$ cat src/rtl/gps_trip_pkg.sv
// Shared types and defaults for the GPS trip statistics block.
package gps_trip_pkg;

    localparam int unsigned DEF_DW = 40;  // segment distance width, Q24.16 metres
    localparam int unsigned DEF_TW = 48;  // trip total width, Q32.16 metres
    localparam int unsigned DEF_CW = 16;  // segment counter width

    // 10000.0 m in Q24.16; segments above this are treated as position glitches
    localparam logic [DEF_DW-1:0] DEF_ALARM_LIMIT = 40'h00_2710_0000;

    // Live minimum starts at all-ones so the first segment always wins
    localparam logic [DEF_DW-1:0] MIN_INIT = '1;

    typedef enum logic [1:0] {
        StIdle,
        StDiv,
        StReport
    } trip_state_e;

endpackage

$ cat src/rtl/gps_serial_div.sv
// Restoring serial divider: one quotient bit per cycle, TW cycles per divide.
// o_done is high during the final iteration cycle; quotient and remainder are
// complete after that clock edge and hold until the next start.
module gps_serial_div
    import gps_trip_pkg::*;
#(
    parameter int unsigned TW = DEF_TW
) (
    input  logic          i_clk,
    input  logic          i_reset,
    input  logic          i_start,
    input  logic [TW-1:0] i_dividend,
    input  logic [TW-1:0] i_divisor,
    output logic          o_done,
    output logic [TW-1:0] o_quot,
    output logic [TW-1:0] o_rem
);

    localparam int unsigned CntW = $clog2(TW);

    logic            r_busy;
    logic [CntW-1:0] r_cnt;
    logic [TW-1:0]   r_quot;
    logic [TW-1:0]   r_rem;
    logic [TW-1:0]   r_divisor;

    logic [TW:0]     w_rem_sh;
    logic [TW:0]     w_diff;
    logic            w_fits;

    // Shift the next dividend bit into the partial remainder and trial-subtract.
    // The remainder stays below the divisor, so a borrow shows up in bit TW.
    assign w_rem_sh = {r_rem, r_quot[TW-1]};
    assign w_diff   = w_rem_sh - {1'b0, r_divisor};
    assign w_fits   = ~w_diff[TW];

    assign o_done = r_busy & (r_cnt == CntW'(TW - 1));
    assign o_quot = r_quot;
    assign o_rem  = r_rem;

    // Load operands on start, then retire one quotient bit per cycle.
    always_ff @(posedge i_clk or posedge i_reset) begin
        if (i_reset) begin
            r_busy    <= 1'b0;
            r_cnt     <= '0;
            r_quot    <= '0;
            r_rem     <= '0;
            r_divisor <= '0;
        end else if (i_start) begin
            r_busy    <= 1'b1;
            r_cnt     <= '0;
            r_quot    <= i_dividend;
            r_rem     <= '0;
            r_divisor <= i_divisor;
        end else if (r_busy) begin
            r_quot <= {r_quot[TW-2:0], w_fits};
            r_rem  <= w_fits ? w_diff[TW-1:0] : w_rem_sh[TW-1:0];
            r_cnt  <= r_cnt + CntW'(1);
            if (o_done) begin
                r_busy <= 1'b0;
            end
        end
    end

endmodule

$ cat src/rtl/gps_trip_accum.sv
// GPS trip statistics accumulator with snapshot report and serial average.
// Optional glitch rejection is compiled in with the GPS_ALARM_EN macro.
module gps_trip_accum
    import gps_trip_pkg::*;
#(
    parameter int unsigned DW = DEF_DW,
    parameter int unsigned TW = DEF_TW,
    parameter int unsigned CW = DEF_CW
`ifdef GPS_ALARM_EN
    ,
    parameter logic [DW-1:0] ALARM_LIMIT = DEF_ALARM_LIMIT
`endif
) (
    input  logic          i_clk,
    input  logic          i_reset,
    input  logic          i_seg_valid,
    input  logic [DW-1:0] i_seg_d,
    input  logic          i_clr,
    input  logic          i_rpt_req,
    input  logic          i_rpt_ready,
    output logic          o_rpt_valid,
    output logic [TW-1:0] o_rpt_total,
    output logic [CW-1:0] o_rpt_count,
    output logic [DW-1:0] o_rpt_max,
    output logic [DW-1:0] o_rpt_min,
    output logic [DW-1:0] o_rpt_avg,
    output logic          o_rpt_sat,
    output logic          o_busy,
    output logic          o_seg_alarm
);

    // Live statistics
    logic [TW-1:0] r_total;
    logic [CW-1:0] r_count;
    logic [DW-1:0] r_max;
    logic [DW-1:0] r_min;
    logic          r_sat;
    logic          r_seg_valid_q;

    // Snapshot taken at report request
    logic [TW-1:0] r_snap_total;
    logic [CW-1:0] r_snap_count;
    logic [DW-1:0] r_snap_max;
    logic [DW-1:0] r_snap_min;
    logic          r_snap_sat;

    trip_state_e   r_state;
    trip_state_e   w_state_nxt;
    logic          w_snap_load;
    logic          w_div_start;
    logic          w_div_done;
    logic [TW-1:0] w_quot;
    logic [TW-1:0] w_rem;
    logic          w_snap_empty;

    logic          w_seg_accept;
    logic          w_seg_glitch;
    logic          w_seg_take;

    logic [TW-1:0] w_base_total;
    logic [CW-1:0] w_base_count;
    logic [DW-1:0] w_base_max;
    logic [DW-1:0] w_base_min;
    logic          w_base_sat;
    logic [TW:0]   w_sum;
    logic [CW:0]   w_cnt_sum;

    logic [TW-1:0] w_total_nxt;
    logic [CW-1:0] w_count_nxt;
    logic [DW-1:0] w_max_nxt;
    logic [DW-1:0] w_min_nxt;
    logic          w_sat_nxt;

    // Only a rising edge of Valid counts, so a stuck-high strobe adds one segment
    assign w_seg_accept = i_seg_valid & ~r_seg_valid_q;

`ifdef GPS_ALARM_EN
    logic r_seg_alarm;

    assign w_seg_glitch = w_seg_accept & (i_seg_d > ALARM_LIMIT);
    assign o_seg_alarm  = r_seg_alarm;

    // One-cycle alarm pulse following a rejected segment.
    always_ff @(posedge i_clk or posedge i_reset) begin
        if (i_reset) begin
            r_seg_alarm <= 1'b0;
        end else begin
            r_seg_alarm <= w_seg_glitch;
        end
    end
`else
    assign w_seg_glitch = 1'b0;
    assign o_seg_alarm  = 1'b0;
`endif

    assign w_seg_take = w_seg_accept & ~w_seg_glitch;

    // clr is applied before any same-cycle segment, which then opens the new trip
    assign w_base_total = i_clr ? '0 : r_total;
    assign w_base_count = i_clr ? '0 : r_count;
    assign w_base_max   = i_clr ? '0 : r_max;
    assign w_base_min   = i_clr ? MIN_INIT : r_min;
    assign w_base_sat   = i_clr ? 1'b0 : r_sat;

    assign w_sum     = {1'b0, w_base_total} + {{(TW - DW + 1){1'b0}}, i_seg_d};
    assign w_cnt_sum = {1'b0, w_base_count} + {{CW{1'b0}}, 1'b1};

    // Next live statistics: saturating total/count, running max/min.
    always_comb begin
        w_total_nxt = w_base_total;
        w_count_nxt = w_base_count;
        w_max_nxt   = w_base_max;
        w_min_nxt   = w_base_min;
        w_sat_nxt   = w_base_sat;
        if (w_seg_take) begin
            if (w_sum[TW]) begin
                w_total_nxt = '1;
                w_sat_nxt   = 1'b1;
            end else begin
                w_total_nxt = w_sum[TW-1:0];
            end
            if (w_cnt_sum[CW]) begin
                w_count_nxt = '1;
                w_sat_nxt   = 1'b1;
            end else begin
                w_count_nxt = w_cnt_sum[CW-1:0];
            end
            if (i_seg_d > w_base_max) begin
                w_max_nxt = i_seg_d;
            end
            if (i_seg_d < w_base_min) begin
                w_min_nxt = i_seg_d;
            end
        end
    end

    // Live statistics registers and Valid edge detector.
    always_ff @(posedge i_clk or posedge i_reset) begin
        if (i_reset) begin
            r_total       <= '0;
            r_count       <= '0;
            r_max         <= '0;
            r_min         <= MIN_INIT;
            r_sat         <= 1'b0;
            r_seg_valid_q <= 1'b0;
        end else begin
            r_total       <= w_total_nxt;
            r_count       <= w_count_nxt;
            r_max         <= w_max_nxt;
            r_min         <= w_min_nxt;
            r_sat         <= w_sat_nxt;
            r_seg_valid_q <= i_seg_valid;
        end
    end

    // Report FSM next-state and control strobes.
    always_comb begin
        w_state_nxt = r_state;
        w_snap_load = 1'b0;
        w_div_start = 1'b0;
        unique case (r_state)
            StIdle: begin
                if (i_rpt_req) begin
                    w_snap_load = 1'b1;
                    if (w_count_nxt == '0) begin
                        w_state_nxt = StReport;
                    end else begin
                        w_div_start = 1'b1;
                        w_state_nxt = StDiv;
                    end
                end
            end
            StDiv: begin
                if (w_div_done) begin
                    w_state_nxt = StReport;
                end
            end
            StReport: begin
                if (i_rpt_ready) begin
                    w_state_nxt = StIdle;
                end
            end
            default: w_state_nxt = StIdle;
        endcase
    end

    // Report FSM state register.
    always_ff @(posedge i_clk or posedge i_reset) begin
        if (i_reset) begin
            r_state <= StIdle;
        end else begin
            r_state <= w_state_nxt;
        end
    end

    // Snapshot capture; includes any segment accepted in the request cycle.
    always_ff @(posedge i_clk or posedge i_reset) begin
        if (i_reset) begin
            r_snap_total <= '0;
            r_snap_count <= '0;
            r_snap_max   <= '0;
            r_snap_min   <= '0;
            r_snap_sat   <= 1'b0;
        end else if (w_snap_load) begin
            r_snap_total <= w_total_nxt;
            r_snap_count <= w_count_nxt;
            r_snap_max   <= w_max_nxt;
            r_snap_min   <= w_min_nxt;
            r_snap_sat   <= w_sat_nxt;
        end
    end

    // Operands come from the same next-state values the snapshot latches
    gps_serial_div #(
        .TW (TW)
    ) u_div (
        .i_clk      (i_clk),
        .i_reset    (i_reset),
        .i_start    (w_div_start),
        .i_dividend (w_total_nxt),
        .i_divisor  ({{(TW - CW){1'b0}}, w_count_nxt}),
        .o_done     (w_div_done),
        .o_quot     (w_quot),
        .o_rem      (w_rem)
    );

    // Average never exceeds max, so the upper quotient bits are always zero
    logic w_unused;
    assign w_unused = ^{w_quot[TW-1:DW], w_rem};

    assign w_snap_empty = (r_snap_count == '0);

    assign o_rpt_valid = (r_state == StReport);
    assign o_busy      = (r_state != StIdle);
    assign o_rpt_total = r_snap_total;
    assign o_rpt_count = r_snap_count;
    assign o_rpt_max   = r_snap_max;
    assign o_rpt_min   = w_snap_empty ? '0 : r_snap_min;
    assign o_rpt_avg   = w_snap_empty ? '0 : w_quot[DW-1:0];
    assign o_rpt_sat   = r_snap_sat;

endmodule

$ cat config.mk
export PLATFORM = sky130hd
export DESIGN_NAME = gps_trip_accum
export DESIGN_NICKNAME = d
export VERILOG_FILES = /design/src/rtl/gps_trip_pkg.sv /design/src/rtl/gps_serial_div.sv /design/src/rtl/gps_trip_accum.sv
export SDC_FILE = /design/constraint.sdc
export NUM_CORES = 1
export LEC_CHECK = 0
export ABC_CLOCK_PERIOD_IN_PS = 11750
export CORE_ASPECT_RATIO = 1.25
export CORE_MARGIN = 2
export CORE_UTILIZATION = 26
export CTS_CLUSTER_DIAMETER = 60
export DETAILED_ROUTE_END_ITERATION = 7
export PLACE_DENSITY = 0.43
export REMOVE_ABC_BUFFERS = 1
export SYNTH_ARGS = -nofsm -noshare
export SYNTH_HDL_FRONTEND = slang
export SYNTH_HIERARCHICAL = 1
export SYNTH_SLANG_ARGS = --single-unit
$ cat constraint.sdc
create_clock -name i_clk -period 11.75 [get_ports i_clk]
set_input_delay 1.7625 -clock i_clk [delete_from_list [all_inputs] [get_ports i_clk]]
set_output_delay 1.7625 -clock i_clk [all_outputs]
set_load 0.005 [all_outputs]
==> run metrics <==
initial drt markers=1354; sequential share of power=0.289; routed len/inst=19.6 µm; drt drc=0; first-pass GRT wire length=141000 µm; Critical Path AT=6410 ps; clk buf depth=3; crit path max-delay cell type=o31ai_1; Initial Util=0.262; Fin Setup TNS=0 ps; Setup crit end=o_rpt_max[7]; # clock sinks=444; die area=107000 µm²; Critical Path Source Type=primary input; fillcell total=10823; initial antenna violation count=1; worst-margin pin slew=1000 ps; Async SR Flop Fraction=1.00; Core ar.=104000 µm²; #FFs+latches synth=444; dominant cell type by area after synthesis=dfrtp_1; Final HPWL DP=64500 µm; GRT Util Overall=0.167; largest net degree at the start of global routing=196; Netlist cell types=97; Vias=23146; highest ir drop seen on vdd=0.116 mV; Post-synth EDFFs=0; YS warnings=6; Int Power=5.00 mW; Synth Cell Area=27200 µm²; GRT Max-Usage Layer=met2; Die Ht=365 µm; worst hold stages=2; status=finished, final reports clean; Crit Path Category=primary input to register; Final Max Slew Viols=0; Worst Setup SP=i_clr; crit path cell chain=buf_4 > inv_2 > buf_4 > nand2_1 > ha_1 > a21o_1 > a21o_1 > a21oi_1 > nor3_1 > o31ai_1 > and2_1 > a22o_1 > buf_4 > a21oi_1; Clk Latency, worst-skew pair=620 ps; clock transition at the registers of the reported paths=60 ps; CTS tree=done; final setup fails=0; CP peak stage delay=810 ps; R2R Path End=u_div/o_rem[46]; r2r startpoint=r_seg_valid_q; hold buffers post-CTS=0; total gr overflow=0; Max-cap violations=0; Tcrit/Tclk final=0.504; Cell Pwr Density=253 nW/µm²; Placer Congestion=0.839; leakage=13.9 nW; die width=293 µm; RSZ-0062 raised after global routing=false; fmax=169 MHz; Synth area leaders=dfrtp_1, ha_1, nand2_1; Fin. Hold Viols=0; H-tree levels=2; M2 GR Usage=0.293; WP depth=14; Crit path top cell by count=buf_4; share of layout cells above drive strength 1=0.0818; Post-Syn Instances=3061; # IOs=234; CP bufs+invs=4; clk_skew=33.8 ps; multi-input logic area=15100 µm²; IO buf count=232; area delta synth->final=20.7%; Primary FF master, synth=dfrtp_1; Worst Path Max Fanout=33; Gate power share=0.493; via/cell ratio=5.02; register area=11200 µm²; PostCTS Resize Cnt=0; min Tclk post-route=5920 ps; Switch Pwr=3.29 mW; Hold Slack=488 ps; Clk pwr share=0.218; Sw Share=0.397; Top delay family on crit path=compound AO/OA/AOI/OAI gates; post-CTS setup buffer count=0; post-synth top area share=0.372; Final ANT Viol Nets=0; First-pass DRT Iterations=5; syn_area_per_cell=8.88 µm²; WP data required=12240 ps; Site Rows=132; Reg2Reg Depth=13; drt total wl=90500 µm; Root Driver=clkbuf_16; Layout Nets=3440; CTS Buf Count=54; vias in the first global route=23210; register area share after synthesis=0.411; Worst R2R Setup Slack=7290 ps; GR Layer Usage met3=0.0232; met1 Use GR=0.217; hold crit path type=register to register; slew margin rel.=0.332; Setup crit end kind=register
==> layout by cell type, fill, tap and decap left out, types with 33 or more instances in the layout <==
| cell | n |
|---|---|
| o211ai_1 | 62 |
| mux2_2 | 45 |
| and2_1 | 90 |
| nand3_1 | 125 |
| a21o_1 | 69 |
| o22ai_1 | 40 |
| nor2b_1 | 50 |
| ha_1 | 169 |
| xnor2_1 | 50 |
| dfstp_2 | 40 |
| nor2_1 | 235 |
| conb_1 | 33 |
| clkdlybuf4s50_1 | 231 |
| nand4_1 | 36 |
| o21ai_0 | 251 |
| mux2i_1 | 55 |
| nand2_1 | 386 |
| clkbuf_16 | 55 |
| inv_1 | 87 |
| o311ai_0 | 41 |
| dfrtp_1 | 403 |
| a21oi_1 | 250 |
==> routing by layer <==
metal,wire length [µm],up-vias,share of wire
met3,4020,90,0.044
met2,44200,467,0.49
met4,1550,2,0.017
met5,13,-,0.00014
met1,40600,11229,0.45
li1,-,11358,-
==> Yosys cell counts, drive strengths merged (35+ instances only) <==
| cell type | n |
|---|---|
| buf | 39 |
| nand2 | 389 |
| dfrtp | 404 |
| o311ai | 41 |
| a21o | 69 |
| nand4 | 37 |
| nor3 | 35 |
| mux2 | 46 |
| nor2 | 238 |
| ha | 169 |
| o211ai | 62 |
| a311oi | 40 |
| dfstp | 40 |
| nand3 | 125 |
| a21oi | 255 |
| mux2i | 55 |
| clkbuf | 149 |
| inv | 90 |
| and2 | 91 |
| o21ai | 262 |
| nor2b | 51 |
| o22ai | 40 |
| xnor2 | 50 |
==> worst min path at each step <==
stage / slack [ps] / from / endpoint
final: 490 / o_rpt_total[16] / o_rpt_total[16]
after detailed placement: 480 / o_rpt_total[16] / o_rpt_total[16]
after CTS: 500 / o_rpt_total[16] / o_rpt_total[16]
after global routing: 540 / o_rpt_total[4] / o_rpt_total[4]
after global placement: 470 / o_rpt_total[16] / o_rpt_total[16]
after floorplan: 470 / o_rpt_total[16] / o_rpt_total[16]
==> flip-flops by register name, summed over array words and instances (netlist names), 2 cells and up <==
signal	cells
r_state	2
r_min	40
o_rpt_count	16
r_max	40
r_count	16
o_rpt_total	48
u_div/r_cnt	6
o_rpt_max	40
u_div/o_rem	48
u_div/o_quot	48
r_total	48
r_snap_min	40
u_div/r_divisor	48
==> power groups by stage <==
stage	sequential [mW]	clock, mW	combinational, mW
after floorplan	2.31	0	2.64
after global placement	2.44	0	4.10
after detailed placement	2.43	0	4.11
after CTS	2.41	1.87	4.13
after global routing	2.47	1.93	4.54
final	2.40	1.81	4.09
==> cells by family after synthesis <==
group | after synthesis | synth area share
fa+ha+maj | 171 | 0.0793
mux | 101 | 0.0395
xor+xnor | 81 | 0.0261
compound gates | 929 | 0.221
other cells | 1 | 0.000138
buf+inv | 278 | 0.0412
simple gates | 1056 | 0.182
flops | 444 | 0.411
==> through the flow <==
stage,setup slack (ps),total power [mW],util,cell area [µm²],cells
after floorplan,-586,4.96,-,26500,2905
after global placement,5120,6.54,0.298,30900,4507
after detailed placement,5070,6.55,0.298,30900,4507
after CTS,5720,8.42,0.317,32800,4606
after global routing,5590,8.94,0.317,32800,4606
final,5830,8.30,0.317,32800,4608
==> cell type report <==
cell class / count / share of cell area
diodes: 2 / 0.000153
multi-input cells: 2371 / 0.460
clock inverters: 23 / 0.0101
well taps: 1340 / 0.0511
clock buffers: 76 / 0.0486
flip-flops and latches: 444 / 0.340
repair buffers: 262 / 0.0791
inverters: 90 / 0.0107
==> worst reg2reg max path, delay by kind of cell, from the launching register on <==
kind	cells	cell delay (ps)
buffers and inverters	2	570
AO/OA/AOI/OAI	3	720
AND/OR/NAND/NOR	7	2510
XOR/XNOR	1	160
flip-flops	1	420
(Power assumes the default switching activity.)
